**src/rtl/div8u4u_seq_if.sv**
```systemverilog
// Start/done handshake and result bus of the 8/4 sequential divider.
// The requester drives start and operands; the divider returns busy/done and results.
interface div8u4u_seq_if;
  logic       start;
  logic [7:0] dividend;
  logic [3:0] divisor;
  logic       busy;
  logic       done;
  logic [3:0] quotient;
  logic [3:0] remainder;
  logic       dz;
  logic       ovf;
  logic       chk_err;

  modport master (
    output start, dividend, divisor,
    input  busy, done, quotient, remainder, dz, ovf, chk_err
  );

  modport slave (
    input  start, dividend, divisor,
    output busy, done, quotient, remainder, dz, ovf, chk_err
  );
endinterface

```
**src/rtl/div8u4u_seq.sv**
```systemverilog
// Restoring divider, 8-bit dividend by 4-bit divisor, one quotient bit per clock,
// with divide-by-zero / overflow detection and a re-multiply self-check of each result.
module div8u4u_seq (
  input  logic              clk,
  input  logic              rst,
  div8u4u_seq_if.slave      bus,
  output logic [1:0]        dbg_state
);

  // Handshake: start is accepted only at an edge where the FSM is IDLE and start=1;
  // busy is high in CALC and DONE, done is a one-cycle pulse in DONE, and results
  // stay valid from done until the next accepted start.
  typedef enum logic [1:0] {
    ST_IDLE = 2'd0,
    ST_CALC = 2'd1,
    ST_DONE = 2'd2
  } state_e;

  state_e     state_q,     state_d;
  logic [7:0] dividend_q,  dividend_d;
  logic [3:0] divisor_q,   divisor_d;
  logic [4:0] prem_q,      prem_d;
  logic [3:0] qbits_q,     qbits_d;
  logic [1:0] idx_q,       idx_d;
  logic [3:0] quotient_q,  quotient_d;
  logic [3:0] remainder_q, remainder_d;
  logic       dz_q,        dz_d;
  logic       ovf_q,       ovf_d;
  logic       chk_err_q,   chk_err_d;

  logic [4:0] step_t;
  logic       step_ge;
  logic [4:0] step_rem;
  logic [3:0] step_q;
  logic [7:0] chk_prod;
  logic [7:0] chk_sum;

  // One restoring step: shift the next dividend bit into the partial remainder.
  always_comb begin
    step_t   = {prem_q[3:0], dividend_q[idx_q]};
    step_ge  = (step_t >= {1'b0, divisor_q});
    step_rem = step_ge ? (step_t - {1'b0, divisor_q}) : step_t;
    step_q   = {qbits_q[2:0], step_ge};
    chk_prod = {4'b0000, step_q} * {4'b0000, divisor_q};
    chk_sum  = chk_prod + {4'b0000, step_rem[3:0]};
  end

  always_comb begin
    state_d     = state_q;
    dividend_d  = dividend_q;
    divisor_d   = divisor_q;
    prem_d      = prem_q;
    qbits_d     = qbits_q;
    idx_d       = idx_q;
    quotient_d  = quotient_q;
    remainder_d = remainder_q;
    dz_d        = dz_q;
    ovf_d       = ovf_q;
    chk_err_d   = chk_err_q;

    case (state_q)
      ST_IDLE: begin
        if (bus.start) begin
          dividend_d = bus.dividend;
          divisor_d  = bus.divisor;
          dz_d       = 1'b0;
          ovf_d      = 1'b0;
          chk_err_d  = 1'b0;
          if (bus.divisor == 4'd0) begin
            dz_d        = 1'b1;
            quotient_d  = 4'hF;
            remainder_d = 4'h0;
            state_d     = ST_DONE;
          end else if (bus.dividend[7:4] >= bus.divisor) begin
            // A high nibble >= divisor means the true quotient needs more than 4 bits.
            ovf_d       = 1'b1;
            quotient_d  = 4'hF;
            remainder_d = 4'h0;
            state_d     = ST_DONE;
          end else begin
            prem_d  = {1'b0, bus.dividend[7:4]};
            qbits_d = 4'd0;
            idx_d   = 2'd3;
            state_d = ST_CALC;
          end
        end
      end

      ST_CALC: begin
        prem_d  = step_rem;
        qbits_d = step_q;
        idx_d   = idx_q - 2'd1;
        if (idx_q == 2'd0) begin
          quotient_d  = step_q;
          remainder_d = step_rem[3:0];
          chk_err_d   = (chk_sum != dividend_q);
          state_d     = ST_DONE;
        end
      end

      ST_DONE: begin
        state_d = ST_IDLE;
      end

      default: begin
        state_d = ST_IDLE;
      end
    endcase
  end

  always_ff @(posedge clk) begin
    if (rst) begin
      state_q     <= ST_IDLE;
      dividend_q  <= 8'd0;
      divisor_q   <= 4'd0;
      prem_q      <= 5'd0;
      qbits_q     <= 4'd0;
      idx_q       <= 2'd0;
      quotient_q  <= 4'd0;
      remainder_q <= 4'd0;
      dz_q        <= 1'b0;
      ovf_q       <= 1'b0;
      chk_err_q   <= 1'b0;
    end else begin
      state_q     <= state_d;
      dividend_q  <= dividend_d;
      divisor_q   <= divisor_d;
      prem_q      <= prem_d;
      qbits_q     <= qbits_d;
      idx_q       <= idx_d;
      quotient_q  <= quotient_d;
      remainder_q <= remainder_d;
      dz_q        <= dz_d;
      ovf_q       <= ovf_d;
      chk_err_q   <= chk_err_d;
    end
  end

  assign bus.busy      = (state_q == ST_CALC) || (state_q == ST_DONE);
  assign bus.done      = (state_q == ST_DONE);
  assign bus.quotient  = quotient_q;
  assign bus.remainder = remainder_q;
  assign bus.dz        = dz_q;
  assign bus.ovf       = ovf_q;
  assign bus.chk_err   = chk_err_q;
  assign dbg_state     = state_q;

endmodule

```
**src/flat_wrapper.sv**
```systemverilog
// flat-port wrapper written by rule: the top's interface ports become plain ports
module div8u4u_seq_flat 
  (clk, rst, dbg_state, bus_start, bus_dividend, bus_divisor, bus_busy, bus_done, bus_quotient, bus_remainder, bus_dz, bus_ovf, bus_chk_err);
  div8u4u_seq_if bus_i ();
  input  logic clk;
  input  logic rst;
  output logic [1:0] dbg_state;
  input wire logic [$bits(bus_i.start)-1:0] bus_start;
  input wire logic [$bits(bus_i.dividend)-1:0] bus_dividend;
  input wire logic [$bits(bus_i.divisor)-1:0] bus_divisor;
  output wire logic [$bits(bus_i.busy)-1:0] bus_busy;
  output wire logic [$bits(bus_i.done)-1:0] bus_done;
  output wire logic [$bits(bus_i.quotient)-1:0] bus_quotient;
  output wire logic [$bits(bus_i.remainder)-1:0] bus_remainder;
  output wire logic [$bits(bus_i.dz)-1:0] bus_dz;
  output wire logic [$bits(bus_i.ovf)-1:0] bus_ovf;
  output wire logic [$bits(bus_i.chk_err)-1:0] bus_chk_err;
  assign bus_i.start = bus_start;
  assign bus_i.dividend = bus_dividend;
  assign bus_i.divisor = bus_divisor;
  assign bus_busy = bus_i.busy;
  assign bus_done = bus_i.done;
  assign bus_quotient = bus_i.quotient;
  assign bus_remainder = bus_i.remainder;
  assign bus_dz = bus_i.dz;
  assign bus_ovf = bus_i.ovf;
  assign bus_chk_err = bus_i.chk_err;
  div8u4u_seq u_core (.clk(clk), .rst(rst), .bus(bus_i), .dbg_state(dbg_state));
endmodule
```
**config.mk**
```make
export PLATFORM = sky130hd
export DESIGN_NAME = div8u4u_seq_flat
export DESIGN_NICKNAME = d
export VERILOG_FILES = /design/src/rtl/div8u4u_seq_if.sv /design/src/rtl/div8u4u_seq.sv /design/src/flat_wrapper.sv
export SDC_FILE = /design/constraint.sdc
export NUM_CORES = 1
export LEC_CHECK = 0
export ABC_AREA = 0
export ABC_CLOCK_PERIOD_IN_PS = 6800
export CORE_ASPECT_RATIO = 1.5
export CORE_MARGIN = 3
export CORE_UTILIZATION = 26
export DETAILED_ROUTE_END_ITERATION = 12
export GPL_TIMING_DRIVEN = 0
export MAX_ROUTING_LAYER = met4
export PLACE_DENSITY = 0.49
export SYNTH_ARGS = -nofsm -noshare
export SYNTH_HDL_FRONTEND = slang
export SYNTH_SLANG_ARGS = --single-unit
```
**constraint.sdc**
```tcl
create_clock -name clk -period 6.8 [get_ports clk]
set_input_delay 1.7 -clock clk [delete_from_list [all_inputs] [get_ports clk]]
set_output_delay 1.7 -clock clk [all_outputs]
set_load 0.05 [all_outputs]
```
==> flow_results.xml, run 1 <==
<?xml version="1.0" encoding="UTF-8"?>
<metrics>
  <group name="timing">
    <metric name="finalCritPeriodShare" unit="">0.7860</metric>
    <metric name="timing_worst_slew_pin_value" unit="ns">0.5145</metric>
    <metric name="slew_headroom" unit="">0.6570</metric>
    <metric name="slew_viol_final" unit="">0</metric>
    <metric name="grt_setup_unrepaired" unit="">no</metric>
    <metric name="setup_violation_total_in_the_final_timing_report" unit="">0</metric>
    <metric name="total_negative_slack" unit="ns">0</metric>
    <metric name="report.final.hold_viol_count" unit="">0</metric>
    <metric name="min_period" unit="ns">5.345</metric>
    <metric name="whs" unit="ns">0.4536</metric>
    <metric name="skew" unit="ns">0.005752</metric>
    <metric name="fmax" unit="MHz">187.1</metric>
  </group>
  <group name="synth">
    <metric name="yosys.area.top_type_share" unit="">0.2773</metric>
    <metric name="synth-seq-area-share" unit="">0.2773</metric>
    <metric name="synth-edff-count" unit="">0</metric>
    <metric name="async_reset_ff_frac" unit="">0</metric>
    <metric name="netlist_area" unit="µm²">2455</metric>
    <metric name="syn_inst" unit="">289</metric>
    <metric name="synth.avg_cell_area" unit="µm²">8.494</metric>
    <metric name="postSynthRegisterBits" unit="">34</metric>
    <metric name="synth_flop_cell" unit="">sky130_fd_sc_hd__dfxtp_1</metric>
    <metric name="leading_cell_types_by_total_area_after_synthesis" unit="">sky130_fd_sc_hd__dfxtp_1, sky130_fd_sc_hd__ha_1, sky130_fd_sc_hd__nand2_1, sky130_fd_sc_hd__a21oi_1, sky130_fd_sc_hd__fa_1</metric>
    <metric name="post_synth_top_area_cell" unit="">sky130_fd_sc_hd__dfxtp_1</metric>
    <metric name="synthesis.yosys.warnings" unit="">0</metric>
    <metric name="number_of_nets_produced_by_synthesis" unit="">340</metric>
    <metric name="yosysUniqueCellTypes" unit="">52</metric>
  </group>
  <group name="power_and_ir_drop">
    <metric name="power.switching" unit="µW">415.1</metric>
    <metric name="clockPowerShare" unit="">0.286</metric>
    <metric name="power.sequential.fraction" unit="">0.243</metric>
    <metric name="internal-power" unit="µW">630.6</metric>
    <metric name="p_sw_frac" unit="">0.3970</metric>
    <metric name="pwr-share-comb" unit="">0.471</metric>
    <metric name="total_leakage_power" unit="µW">0.001273</metric>
    <metric name="ir_drop" unit="mV">0.1362</metric>
    <metric name="pwr_density_cell" unit="nW/µm²">339.9</metric>
  </group>
  <group name="cts">
    <metric name="cts_tree" unit="">yes</metric>
    <metric name="hold_buffers" unit="">0</metric>
    <metric name="clockBufferDepth" unit="">2</metric>
    <metric name="clockRootBuffer" unit="">sky130_fd_sc_hd__clkbuf_16</metric>
    <metric name="numClockSinks" unit="">34</metric>
    <metric name="clkTransAtPathRegs" unit="ns">0.06</metric>
    <metric name="clock_tree.htree_level_count" unit="">2</metric>
    <metric name="postCtsSetupRepairBufs" unit="">0</metric>
    <metric name="postCtsResizedCells" unit="">0</metric>
    <metric name="number_of_buffers_added_by_the_clock_tree_synthesis_step" unit="">5</metric>
    <metric name="insertion_delay" unit="ns">0.28</metric>
  </group>
  <group name="global_routing">
    <metric name="first_global_vias" unit="">2184</metric>
    <metric name="grt_remaining_overflow" unit="">0</metric>
    <metric name="number_of_antenna_violations_at_the_first_check_in_global_routing" unit="">0</metric>
    <metric name="grt_util_all_layers" unit="">0.1305</metric>
    <metric name="grt_start_max_net_pins" unit="">13</metric>
    <metric name="grt_pass1_wl" unit="mm">10.77</metric>
  </group>
  <group name="final_layout">
    <metric name="register_area" unit="µm²">680.7</metric>
    <metric name="final.fill_count" unit="">938</metric>
    <metric name="layout.cells.most_common" unit="">sky130_fd_sc_hd__nand2_1</metric>
    <metric name="fin_cells" unit="">436</metric>
    <metric name="n_antenna_cell" unit="">0</metric>
    <metric name="post-route-util" unit="">0.3424</metric>
    <metric name="post_route_cells_drive_above_1_share" unit="">0.06748</metric>
    <metric name="finish.net_count" unit="">376</metric>
    <metric name="multiInputGateArea" unit="µm²">1623</metric>
    <metric name="layout_common_cells" unit="">sky130_fd_sc_hd__nand2_1, sky130_fd_sc_hd__dfxtp_1, sky130_fd_sc_hd__a21oi_1, sky130_fd_sc_hd__clkdlybuf4s50_1</metric>
    <metric name="area_delta_synth_final" unit="%">25.33</metric>
    <metric name="design_area" unit="µm²">3077</metric>
  </group>
  <group name="worst_setup_path">
    <metric name="critical_path_arrival" unit="ns">5.49</metric>
    <metric name="setup.worst_path.start" unit="">u_core.idx_q[1]</metric>
    <metric name="r2r_setup_slack" unit="ns">1.46</metric>
    <metric name="end_kind" unit="">flop</metric>
    <metric name="reg2reg_depth" unit="">20</metric>
    <metric name="setup.worst_path.class" unit="">flop to flop</metric>
    <metric name="worst_setup_path_start_kind" unit="">flop</metric>
    <metric name="reg2reg_from" unit="">u_core.idx_q[1]</metric>
    <metric name="crit-reg2reg-capture" unit="">u_core.bus.chk_err</metric>
    <metric name="timing.critical_path.required" unit="ns">6.94</metric>
    <metric name="critical_path.endpoint" unit="">u_core.bus.chk_err</metric>
    <metric name="timing.critical_path.fanout_max" unit="">9</metric>
  </group>
  <group name="detailed_routing">
    <metric name="drtAntennaViolNets" unit="">0</metric>
    <metric name="wl_per_cell" unit="µm">14.64</metric>
    <metric name="post-route-drc-count" unit="">0</metric>
    <metric name="vias_per_cell" unit="">4.874</metric>
    <metric name="drt_pre_antenna_iters" unit="">4</metric>
    <metric name="detailed_route_via_count" unit="">2125</metric>
    <metric name="detail_route.wirelength" unit="mm">6.383</metric>
    <metric name="detailedRoute.firstIterationViolations" unit="">80</metric>
  </group>
  <group name="place">
    <metric name="placement.io_buffers" unit="">29</metric>
    <metric name="post-place-cells" unit="">428</metric>
    <metric name="routabilityCongestion" unit="">0.8081</metric>
    <metric name="postPlaceCellArea" unit="µm²">2883</metric>
    <metric name="detailedPlacementHpwl" unit="mm">5.234</metric>
  </group>
  <group name="die">
    <metric name="die_h" unit="µm">125.0</metric>
    <metric name="die_x" unit="µm">85.34</metric>
    <metric name="initial_core_util" unit="">0.2732</metric>
    <metric name="die_area" unit="µm²">10670</metric>
    <metric name="ports" unit="">30</metric>
    <metric name="placementRows" unit="">42</metric>
    <metric name="core" unit="µm²">8986</metric>
  </group>
  <group name="status">
    <metric name="run_status" unit="">complete, no violations</metric>
  </group>
  <group name="flow_run">
    <metric name="cap_viol_max_count" unit="">0</metric>
  </group>
  <group name="min_path">
    <metric name="worstHoldPathType" unit="">flop to flop</metric>
  </group>
</metrics>
-- Yosys cell counts (all sizes together) (2+ instances only) --
cell type,count
nand2,43
and2,12
xnor2,8
a21o,2
clkbuf,6
a211oi,5
inv,29
nor4,3
xor2,3
nor2,16
a21oi,33
o311a,3
or3,2
nand2b,3
nand3,6
fa,8
ha,28
a311oi,2
buf,3
o21a,4
dfxtp,34
o22ai,2
o21ai,6
nor3,5
mux2i,4
nor2b,2
a2111oi,2
-- stage by stage --
stage | total power [µW] | setup slack (ns)
6_report | 1046 | 1.455
5_1_grt | 1119 | 1.148
4_1_cts | 1059 | 1.393
3_5_place_dp | 755.3 | 1.403
3_3_place_gp | 751.1 | 1.394
2_1_floorplan | 620.2 | 1.966
-- registers in the layout (all words and copies together), names as in the netlist, 2 cells and up --
signal                cells
u_core.bus.remainder      4
u_core.prem_q             4
u_core.qbits_q            3
u_core.divisor_q          4
u_core.dividend_q         8
u_core.idx_q              2
u_core.dbg_state          2
u_core.bus.quotient       4
-- critical path, stage by stage (launching register included) --
cell	delay, ns
sky130_fd_sc_hd__dfxtp_1	0.41
sky130_fd_sc_hd__mux2_2	0.36
sky130_fd_sc_hd__o21ai_0	0.23
sky130_fd_sc_hd__ha_1	0.30
sky130_fd_sc_hd__and4_1	0.21
sky130_fd_sc_hd__nor3_1	0.24
sky130_fd_sc_hd__and2_1	0.17
sky130_fd_sc_hd__buf_2	0.22
sky130_fd_sc_hd__nor2_1	0.09
sky130_fd_sc_hd__fa_1	0.52
sky130_fd_sc_hd__fa_1	0.55
sky130_fd_sc_hd__inv_1	0.06
sky130_fd_sc_hd__fa_1	0.54
sky130_fd_sc_hd__inv_1	0.04
sky130_fd_sc_hd__ha_1	0.32
sky130_fd_sc_hd__inv_1	0.05
sky130_fd_sc_hd__o21ai_1	0.16
sky130_fd_sc_hd__and3_1	0.22
sky130_fd_sc_hd__a211oi_1	0.09
sky130_fd_sc_hd__nor4_1	0.31
sky130_fd_sc_hd__a21oi_1	0.14
-- worst min-delay path by stage --
stage	slack, ns	cells past startpoint	endpoint	start
after floorplan	0.45	2	u_core.dividend_q[7]	u_core.dividend_q[7]
after global placement	0.45	2	u_core.bus.ovf	u_core.bus.ovf
after detailed placement	0.45	2	u_core.bus.remainder[0]	u_core.bus.remainder[0]
after CTS	0.46	2	u_core.bus.remainder[0]	u_core.bus.remainder[0]
after global routing	0.48	2	u_core.bus.remainder[0]	u_core.bus.remainder[0]
final	0.45	2	u_core.bus.remainder[0]	u_core.bus.remainder[0]
-- logic make-up after synthesis --
family	after synthesis	synth area share
AND/OR/NAND/NOR	98	0.1916
AO/OA/AOI/OAI	67	0.2013
buffers and inverters	38	0.06167
adder cells (fa/ha/maj)	36	0.2080
flip-flops	34	0.2773
XOR/XNOR	11	0.03925
multiplexers	5	0.02090
-- layer usage --
layer,vias to the layer above,share of wire,global-route usage
met3,11,0.029,0.01975
met2,44,0.53,0.2312
met5,-,0,-
li1,1072,-,-
met4,0,0.034,0.05965
met1,998,0.40,0.1402
-- power groups by stage --
stage          registers [µW]  clock network (µW)  logic, µW
2_1_floorplan             296                   0        324
3_3_place_gp              258                   0        493
3_5_place_dp              259                   0        496
4_1_cts                   255                 305        500
5_1_grt                   259                 316        545
6_report                  254                 299        493
-- cell type report --
type,count,area share
Buffer,9,0.01383
Clock buffer,5,0.04067
Clock inverter,3,0.02237
Inverter,29,0.03538
Multi-Input combinational cell,217,0.5275
Sequential cell,34,0.2212
Tap cell,110,0.04473
Timing Repair Buffer,29,0.09435
No activity file was read; power rests on OpenSTA's default activity.
==> inputs of run 2 (changes only) <==
ABC_CLOCK_PERIOD_IN_PS = 5250   (was 6800)
clock period = 5.25 ns   (was 6.8 ns; I/O delays follow)
==> flow_results.xml, run 2 (synthesis results as in run 1) <==
<?xml version="1.0" encoding="UTF-8"?>
<metrics>
  <group name="place">
    <metric name="placement.io_buffers" unit="">29</metric>
    <metric name="postPlaceCellArea" unit="µm²">2883</metric>
    <metric name="pre_cts_ws" unit="ns">-0.1465</metric>
    <metric name="detailedPlacementHpwl" unit="mm">5.234</metric>
    <metric name="routabilityCongestion" unit="">0.8081</metric>
  </group>
  <group name="min_path">
    <metric name="worstHoldPathType" unit="">flop to flop</metric>
    <metric name="worst_hold_path.endpoint" unit="">u_core.bus.remainder[0]</metric>
    <metric name="holdPathStages" unit="">2</metric>
    <metric name="holdCritStartpoint" unit="">u_core.bus.remainder[0]</metric>
  </group>
  <group name="cts">
    <metric name="numClockSinks" unit="">34</metric>
    <metric name="clkTransAtPathRegs" unit="ns">0.06</metric>
    <metric name="number_of_buffers_added_by_the_clock_tree_synthesis_step" unit="">5</metric>
    <metric name="clockRootBuffer" unit="">sky130_fd_sc_hd__clkbuf_16</metric>
    <metric name="clockBufferDepth" unit="">2</metric>
    <metric name="cts_tree" unit="">yes</metric>
    <metric name="insertion_delay" unit="ns">0.28</metric>
    <metric name="hold_buffers" unit="">0</metric>
    <metric name="postCtsSetupRepairBufs" unit="">0</metric>
    <metric name="clock_tree.htree_level_count" unit="">2</metric>
  </group>
  <group name="timing">
    <metric name="slew_headroom" unit="">0.6469</metric>
    <metric name="fmax" unit="MHz">201.3</metric>
    <metric name="slew_viol_final" unit="">0</metric>
    <metric name="setup_violation_total_in_the_final_timing_report" unit="">0</metric>
    <metric name="timing_worst_slew_pin_value" unit="ns">0.5297</metric>
    <metric name="skew" unit="ns">0.005747</metric>
    <metric name="postLayoutSetupSlackWorst" unit="ns">0.2834</metric>
    <metric name="min_period" unit="ns">4.967</metric>
    <metric name="grt_setup_unrepaired" unit="">no</metric>
    <metric name="report.final.hold_viol_count" unit="">0</metric>
    <metric name="finalCritPeriodShare" unit="">0.9460</metric>
  </group>
  <group name="final_layout">
    <metric name="largest_register_ffs" unit="">8</metric>
    <metric name="top_register" unit="">u_core.dividend_q</metric>
    <metric name="area_delta_synth_final" unit="%">26.45</metric>
    <metric name="post_route_cells_drive_above_1_share" unit="">0.08589</metric>
    <metric name="finish.net_count" unit="">376</metric>
    <metric name="n_antenna_cell" unit="">0</metric>
    <metric name="design_area" unit="µm²">3104</metric>
    <metric name="layout_common_cells" unit="">sky130_fd_sc_hd__nand2_1, sky130_fd_sc_hd__dfxtp_1, sky130_fd_sc_hd__a21oi_1, sky130_fd_sc_hd__clkdlybuf4s50_1</metric>
    <metric name="layout.cells.most_common" unit="">sky130_fd_sc_hd__nand2_1</metric>
  </group>
  <group name="worst_setup_path">
    <metric name="critical_path_arrival" unit="ns">5.12</metric>
    <metric name="reg2reg_from" unit="">u_core.idx_q[1]</metric>
    <metric name="crit-reg2reg-capture" unit="">u_core.bus.chk_err</metric>
    <metric name="reg2reg_depth" unit="">20</metric>
    <metric name="setup.worst_path.class" unit="">flop to flop</metric>
    <metric name="timing.critical_path.required" unit="ns">5.40</metric>
    <metric name="end_kind" unit="">flop</metric>
    <metric name="worst_setup_path_start_kind" unit="">flop</metric>
    <metric name="timing.critical_path.fanout_max" unit="">9</metric>
    <metric name="r2r_setup_slack" unit="ns">0.28</metric>
  </group>
  <group name="global_routing">
    <metric name="grt_remaining_overflow" unit="">0</metric>
    <metric name="first_global_vias" unit="">2195</metric>
    <metric name="grt_start_max_net_pins" unit="">13</metric>
    <metric name="number_of_antenna_violations_at_the_first_check_in_global_routing" unit="">0</metric>
    <metric name="grt_util_all_layers" unit="">0.1307</metric>
    <metric name="grt_pass1_wl" unit="mm">10.81</metric>
  </group>
  <group name="detailed_routing">
    <metric name="drt_pre_antenna_iters" unit="">4</metric>
    <metric name="detail_route.wirelength" unit="mm">6.415</metric>
    <metric name="drtAntennaViolNets" unit="">0</metric>
    <metric name="detailed_route_via_count" unit="">2129</metric>
    <metric name="wl_per_cell" unit="µm">14.71</metric>
    <metric name="post-route-drc-count" unit="">0</metric>
    <metric name="detailedRoute.firstIterationViolations" unit="">76</metric>
    <metric name="vias_per_cell" unit="">4.883</metric>
  </group>
  <group name="power_and_ir_drop">
    <metric name="total_leakage_power" unit="µW">0.001276</metric>
    <metric name="report.power.total" unit="µW">1366</metric>
    <metric name="ir_drop" unit="mV">0.1807</metric>
    <metric name="pwr_density_cell" unit="nW/µm²">440.1</metric>
  </group>
  <group name="flow_run">
    <metric name="cap_viol_max_count" unit="">0</metric>
  </group>
  <group name="die">
    <metric name="die_h" unit="µm">125.0</metric>
    <metric name="placementRows" unit="">42</metric>
    <metric name="core" unit="µm²">8986</metric>
    <metric name="ports" unit="">30</metric>
    <metric name="initial_core_util" unit="">0.2732</metric>
    <metric name="die_x" unit="µm">85.34</metric>
    <metric name="die_area" unit="µm²">10670</metric>
  </group>
  <group name="status">
    <metric name="run_status" unit="">complete, no violations</metric>
  </group>
</metrics>
-- run 2: cell counts in the layout (fill, tap and decap cells not counted) --
Identical to the previous run, type by type.
-- run 2: critical path, cell delays in order (launching register included) --
cell and delay (ns):
sky130_fd_sc_hd__dfxtp_2 0.37, sky130_fd_sc_hd__mux2_2 0.35, sky130_fd_sc_hd__o21ai_2 0.13, sky130_fd_sc_hd__ha_1 0.26, sky130_fd_sc_hd__and4_1 0.22, sky130_fd_sc_hd__nor3_2 0.21
sky130_fd_sc_hd__and2_1 0.15, sky130_fd_sc_hd__buf_4 0.17, sky130_fd_sc_hd__nor2_1 0.07, sky130_fd_sc_hd__fa_1 0.48, sky130_fd_sc_hd__fa_1 0.55, sky130_fd_sc_hd__inv_1 0.06
sky130_fd_sc_hd__fa_1 0.54, sky130_fd_sc_hd__inv_1 0.04, sky130_fd_sc_hd__ha_1 0.33, sky130_fd_sc_hd__inv_1 0.08, sky130_fd_sc_hd__o21ai_2 0.07, sky130_fd_sc_hd__and3_4 0.18
sky130_fd_sc_hd__o21a_1 0.19, sky130_fd_sc_hd__nor4_2 0.27, sky130_fd_sc_hd__a21oi_1 0.12
-- run 2: final cells by class --
type                    instances  area (µm²)
multi-input cells             217        1647
clock buffers                   5       125.1
repair buffers                 29       290.3
plain buffers                   9       45.04
well taps                     110       137.6
inverters                      29       108.9
fillers                       936        5882
flip-flops and latches         34       681.9
clock inverters                 3       68.82
-- run 2: where the power goes --
part	switching (µW)	total (µW)	leakage (µW)	internal [µW]
combinational	395	650	0.000903	254
sequential	32.0	329	0.000279	297
clock	115	387	0.0000940	273
total	542	1370	0.00128	824
-- run 2: timing repair --
action	CTS	global route
endpoints found under the setup margin	1	1
pin swaps	0	3
cloned	0	0
resized for setup	2	7
-- run 2: worst max-delay path by stage --
| stage | from | endpoint | slack [ns] |
|---|---|---|---|
| after floorplan | u_core.idx_q[1] | u_core.bus.chk_err | 0.42 |
| after detailed placement | u_core.idx_q[1] | u_core.bus.chk_err | -0.15 |
| after CTS | u_core.idx_q[1] | u_core.bus.chk_err | 0.008 |
| final | u_core.idx_q[1] | u_core.bus.chk_err | 0.28 |
| after global routing | u_core.idx_q[1] | u_core.bus.chk_err | 0.04 |
| after global placement | u_core.idx_q[1] | u_core.bus.chk_err | -0.16 |
-- run 2: metrics by stage --
| step | setup TNS, ns | hold WS [ns] | util | std cells |
|---|---|---|---|---|
| detailed placement | -0.1465 | 0.4502 | 0.3208 | 428 |
| floorplan | 0 | 0.4481 | - | 289 |
| global placement | -0.1563 | 0.4454 | 0.3208 | 428 |
| CTS | 0 | 0.4583 | 0.3429 | 436 |
| finish | 0 | 0.4536 | 0.3454 | 436 |
| global route | 0 | 0.4833 | 0.3454 | 436 |
-- run 2: per-layer routing --
| layer | wire length, µm | global-route usage |
|---|---|---|
| met2 | 3429 | 0.2321 |
| met1 | 2599 | 0.1402 |
| met5 | 0 | - |
| met4 | 216 | 0.05965 |
| met3 | 170 | 0.01975 |
==> inputs of run 3 (changes only) <==
--- a/config.mk
+++ b/config.mk
@@ -14,5 +14,4 @@
 export GPL_TIMING_DRIVEN = 0
 export MAX_ROUTING_LAYER = met4
-export PLACE_DENSITY = 0.49
 export SYNTH_ARGS = -nofsm -noshare
 export SYNTH_HDL_FRONTEND = slang
==> constraint.sdc (replaced) <==
create_clock -name clk -period 5.25 [get_ports clk]
set_input_delay 1.05 -clock clk [delete_from_list [all_inputs] [get_ports clk]]
set_output_delay 1.05 -clock clk [all_outputs]
set_load 0.05 [all_outputs]
==> flow_results.xml, run 3 (synthesis results as in run 1) <==
<?xml version="1.0" encoding="UTF-8"?>
<metrics>
  <group name="power_and_ir_drop">
    <metric name="internal-power" unit="µW">784.6</metric>
    <metric name="clockPowerShare" unit="">0.255</metric>
    <metric name="report.power.total" unit="µW">1321</metric>
    <metric name="power.sequential.fraction" unit="">0.249</metric>
    <metric name="pwr_density_cell" unit="nW/µm²">427.4</metric>
    <metric name="pwr-share-comb" unit="">0.496</metric>
    <metric name="power.switching" unit="µW">536.2</metric>
    <metric name="p_sw_frac" unit="">0.4060</metric>
    <metric name="ir_drop" unit="mV">0.2002</metric>
    <metric name="total_leakage_power" unit="µW">0.001267</metric>
  </group>
  <group name="final_layout">
    <metric name="layout_common_cells" unit="">sky130_fd_sc_hd__nand2_1, sky130_fd_sc_hd__dfxtp_1, sky130_fd_sc_hd__a21oi_1, sky130_fd_sc_hd__clkdlybuf4s50_1</metric>
    <metric name="area_delta_synth_final" unit="%">25.89</metric>
    <metric name="post_route_cells_drive_above_1_share" unit="">0.08841</metric>
    <metric name="n_antenna_cell" unit="">0</metric>
    <metric name="layout.cells.most_common" unit="">sky130_fd_sc_hd__nand2_1</metric>
    <metric name="fin_cells" unit="">438</metric>
    <metric name="largest_register_ffs" unit="">8</metric>
    <metric name="final.fill_count" unit="">926</metric>
    <metric name="finish.net_count" unit="">378</metric>
    <metric name="top_register" unit="">u_core.dividend_q</metric>
  </group>
  <group name="detailed_routing">
    <metric name="post-route-drc-count" unit="">0</metric>
    <metric name="wl_per_cell" unit="µm">13.77</metric>
    <metric name="detailedRoute.firstIterationViolations" unit="">77</metric>
    <metric name="detailed_route_via_count" unit="">2130</metric>
    <metric name="drtAntennaViolNets" unit="">0</metric>
    <metric name="detail_route.wirelength" unit="mm">6.030</metric>
    <metric name="vias_per_cell" unit="">4.863</metric>
    <metric name="drt_pre_antenna_iters" unit="">4</metric>
  </group>
  <group name="place">
    <metric name="routabilityCongestion" unit="">0.8455</metric>
    <metric name="post-place-cells" unit="">428</metric>
    <metric name="placement.io_buffers" unit="">29</metric>
    <metric name="detailedPlacementHpwl" unit="mm">4.894</metric>
  </group>
  <group name="min_path">
    <metric name="worstHoldPathType" unit="">flop to flop</metric>
  </group>
  <group name="worst_setup_path">
    <metric name="timing.critical_path.fanout_max" unit="">9</metric>
    <metric name="end_kind" unit="">flop</metric>
    <metric name="critical_path_arrival" unit="ns">5.15</metric>
    <metric name="worst_setup_path_start_kind" unit="">flop</metric>
    <metric name="timing.critical_path.required" unit="ns">5.41</metric>
    <metric name="setup.worst_path.class" unit="">flop to flop</metric>
  </group>
  <group name="cts">
    <metric name="cts_tree" unit="">yes</metric>
    <metric name="clkTransAtPathRegs" unit="ns">0.06</metric>
    <metric name="numClockSinks" unit="">34</metric>
    <metric name="clock_tree.htree_level_count" unit="">2</metric>
    <metric name="number_of_buffers_added_by_the_clock_tree_synthesis_step" unit="">5</metric>
    <metric name="hold_buffers" unit="">0</metric>
    <metric name="clockBufferDepth" unit="">2</metric>
    <metric name="clockRootBuffer" unit="">sky130_fd_sc_hd__clkbuf_16</metric>
    <metric name="insertion_delay" unit="ns">0.28</metric>
  </group>
  <group name="die">
    <metric name="die_x" unit="µm">85.34</metric>
    <metric name="initial_core_util" unit="">0.2732</metric>
    <metric name="die_area" unit="µm²">10670</metric>
    <metric name="core" unit="µm²">8986</metric>
    <metric name="ports" unit="">30</metric>
    <metric name="placementRows" unit="">42</metric>
    <metric name="die_h" unit="µm">125.0</metric>
  </group>
  <group name="timing">
    <metric name="slew_viol_final" unit="">0</metric>
    <metric name="timing_worst_slew_pin_value" unit="ns">0.5217</metric>
    <metric name="finalCritPeriodShare" unit="">0.9509</metric>
    <metric name="grt_setup_unrepaired" unit="">no</metric>
    <metric name="report.final.hold_viol_count" unit="">0</metric>
    <metric name="setup_violation_total_in_the_final_timing_report" unit="">0</metric>
    <metric name="slew_headroom" unit="">0.6511</metric>
    <metric name="skew" unit="ns">0.006111</metric>
    <metric name="fmax" unit="MHz">200.3</metric>
    <metric name="min_period" unit="ns">4.992</metric>
    <metric name="whs" unit="ns">0.4540</metric>
  </group>
  <group name="global_routing">
    <metric name="grt_util_all_layers" unit="">0.1191</metric>
    <metric name="grt_pass1_wl" unit="mm">9.915</metric>
    <metric name="first_global_vias" unit="">2165</metric>
    <metric name="number_of_antenna_violations_at_the_first_check_in_global_routing" unit="">0</metric>
    <metric name="grt_start_max_net_pins" unit="">13</metric>
    <metric name="grt_remaining_overflow" unit="">0</metric>
  </group>
  <group name="status">
    <metric name="run_status" unit="">complete, no violations</metric>
  </group>
  <group name="flow_run">
    <metric name="cap_viol_max_count" unit="">0</metric>
  </group>
</metrics>
-- run 3: power by group through the flow --
stage                     logic (µW)  clock network (µW)  registers, µW
final                            655                 337            329
after detailed placement         629                   0            335
after global routing             726                 351            335
after CTS                        639                 343            330
after floorplan                  420                   0            383
after global placement           623                   0            334
-- run 3: layout make-up --
type,instances,area (µm²),share of cell area
buffer,9,45.04,0.01457
clock buffer,5,125.1,0.04049
clock inverter,3,45.04,0.01457
inverter,29,108.9,0.03522
multi-input combinational,217,1642,0.5312
sequential,34,681.9,0.2206
tap,110,137.6,0.04453
timing repair buffer,31,305.3,0.09879
-- run 3: worst max-delay path, cell delays in order (launching register included) --
cell	delay [ns]
sky130_fd_sc_hd__dfxtp_2	0.36
sky130_fd_sc_hd__mux2_2	0.35
sky130_fd_sc_hd__o21ai_2	0.13
sky130_fd_sc_hd__ha_1	0.25
sky130_fd_sc_hd__and4_1	0.22
sky130_fd_sc_hd__nor3_2	0.21
sky130_fd_sc_hd__and2_1	0.15
sky130_fd_sc_hd__buf_4	0.17
sky130_fd_sc_hd__nor2_1	0.08
sky130_fd_sc_hd__fa_1	0.50
sky130_fd_sc_hd__fa_1	0.54
sky130_fd_sc_hd__inv_1	0.05
sky130_fd_sc_hd__fa_1	0.52
sky130_fd_sc_hd__inv_1	0.05
sky130_fd_sc_hd__ha_1	0.32
sky130_fd_sc_hd__inv_1	0.06
sky130_fd_sc_hd__o21ai_1	0.08
sky130_fd_sc_hd__and3_1	0.20
sky130_fd_sc_hd__o21a_1	0.20
sky130_fd_sc_hd__nor4_2	0.31
sky130_fd_sc_hd__a21oi_2	0.11
-- run 3: path summary, 6_finish.rpt --
kind	from	slack, ns	endpoint	depth (start not counted)
max reg2reg	u_core.idx_q[1]	0.26	u_core.bus.chk_err	20
min reg2reg	u_core.bus.ovf	0.45	u_core.bus.ovf	2
max	u_core.idx_q[1]	0.26	u_core.bus.chk_err	20
min	u_core.bus.ovf	0.45	u_core.bus.ovf	2
-- run 3: per-layer routing --
metal,part of all wire,up-vias,global-route usage
met5,0,-,-
met4,0.045,0,0.06803
met3,0.025,15,0.01909
met2,0.54,41,0.2147
met1,0.39,1002,0.1182
li1,-,1072,-
-- run 3: metrics by stage --
stage	worst slack (ns)	cell area, µm²	util	TNS (ns)
after floorplan	0.4162	2455	-	0
after global placement	-0.1014	2883	0.3208	-0.1014
after detailed placement	-0.1107	2883	0.3208	-0.1107
after CTS	0.04971	3060	0.3406	0
after global routing	0.007113	3090	0.3439	0
final	0.2579	3090	0.3439	0
-- run 3: what timing repair did --
item / CTS / global route
cloned: 0 / 0
endpoints found under the setup margin: 1 / 1
pin swaps: 0 / 2
gates resized for setup: 2 / 5
buffers inserted: 0 / 2
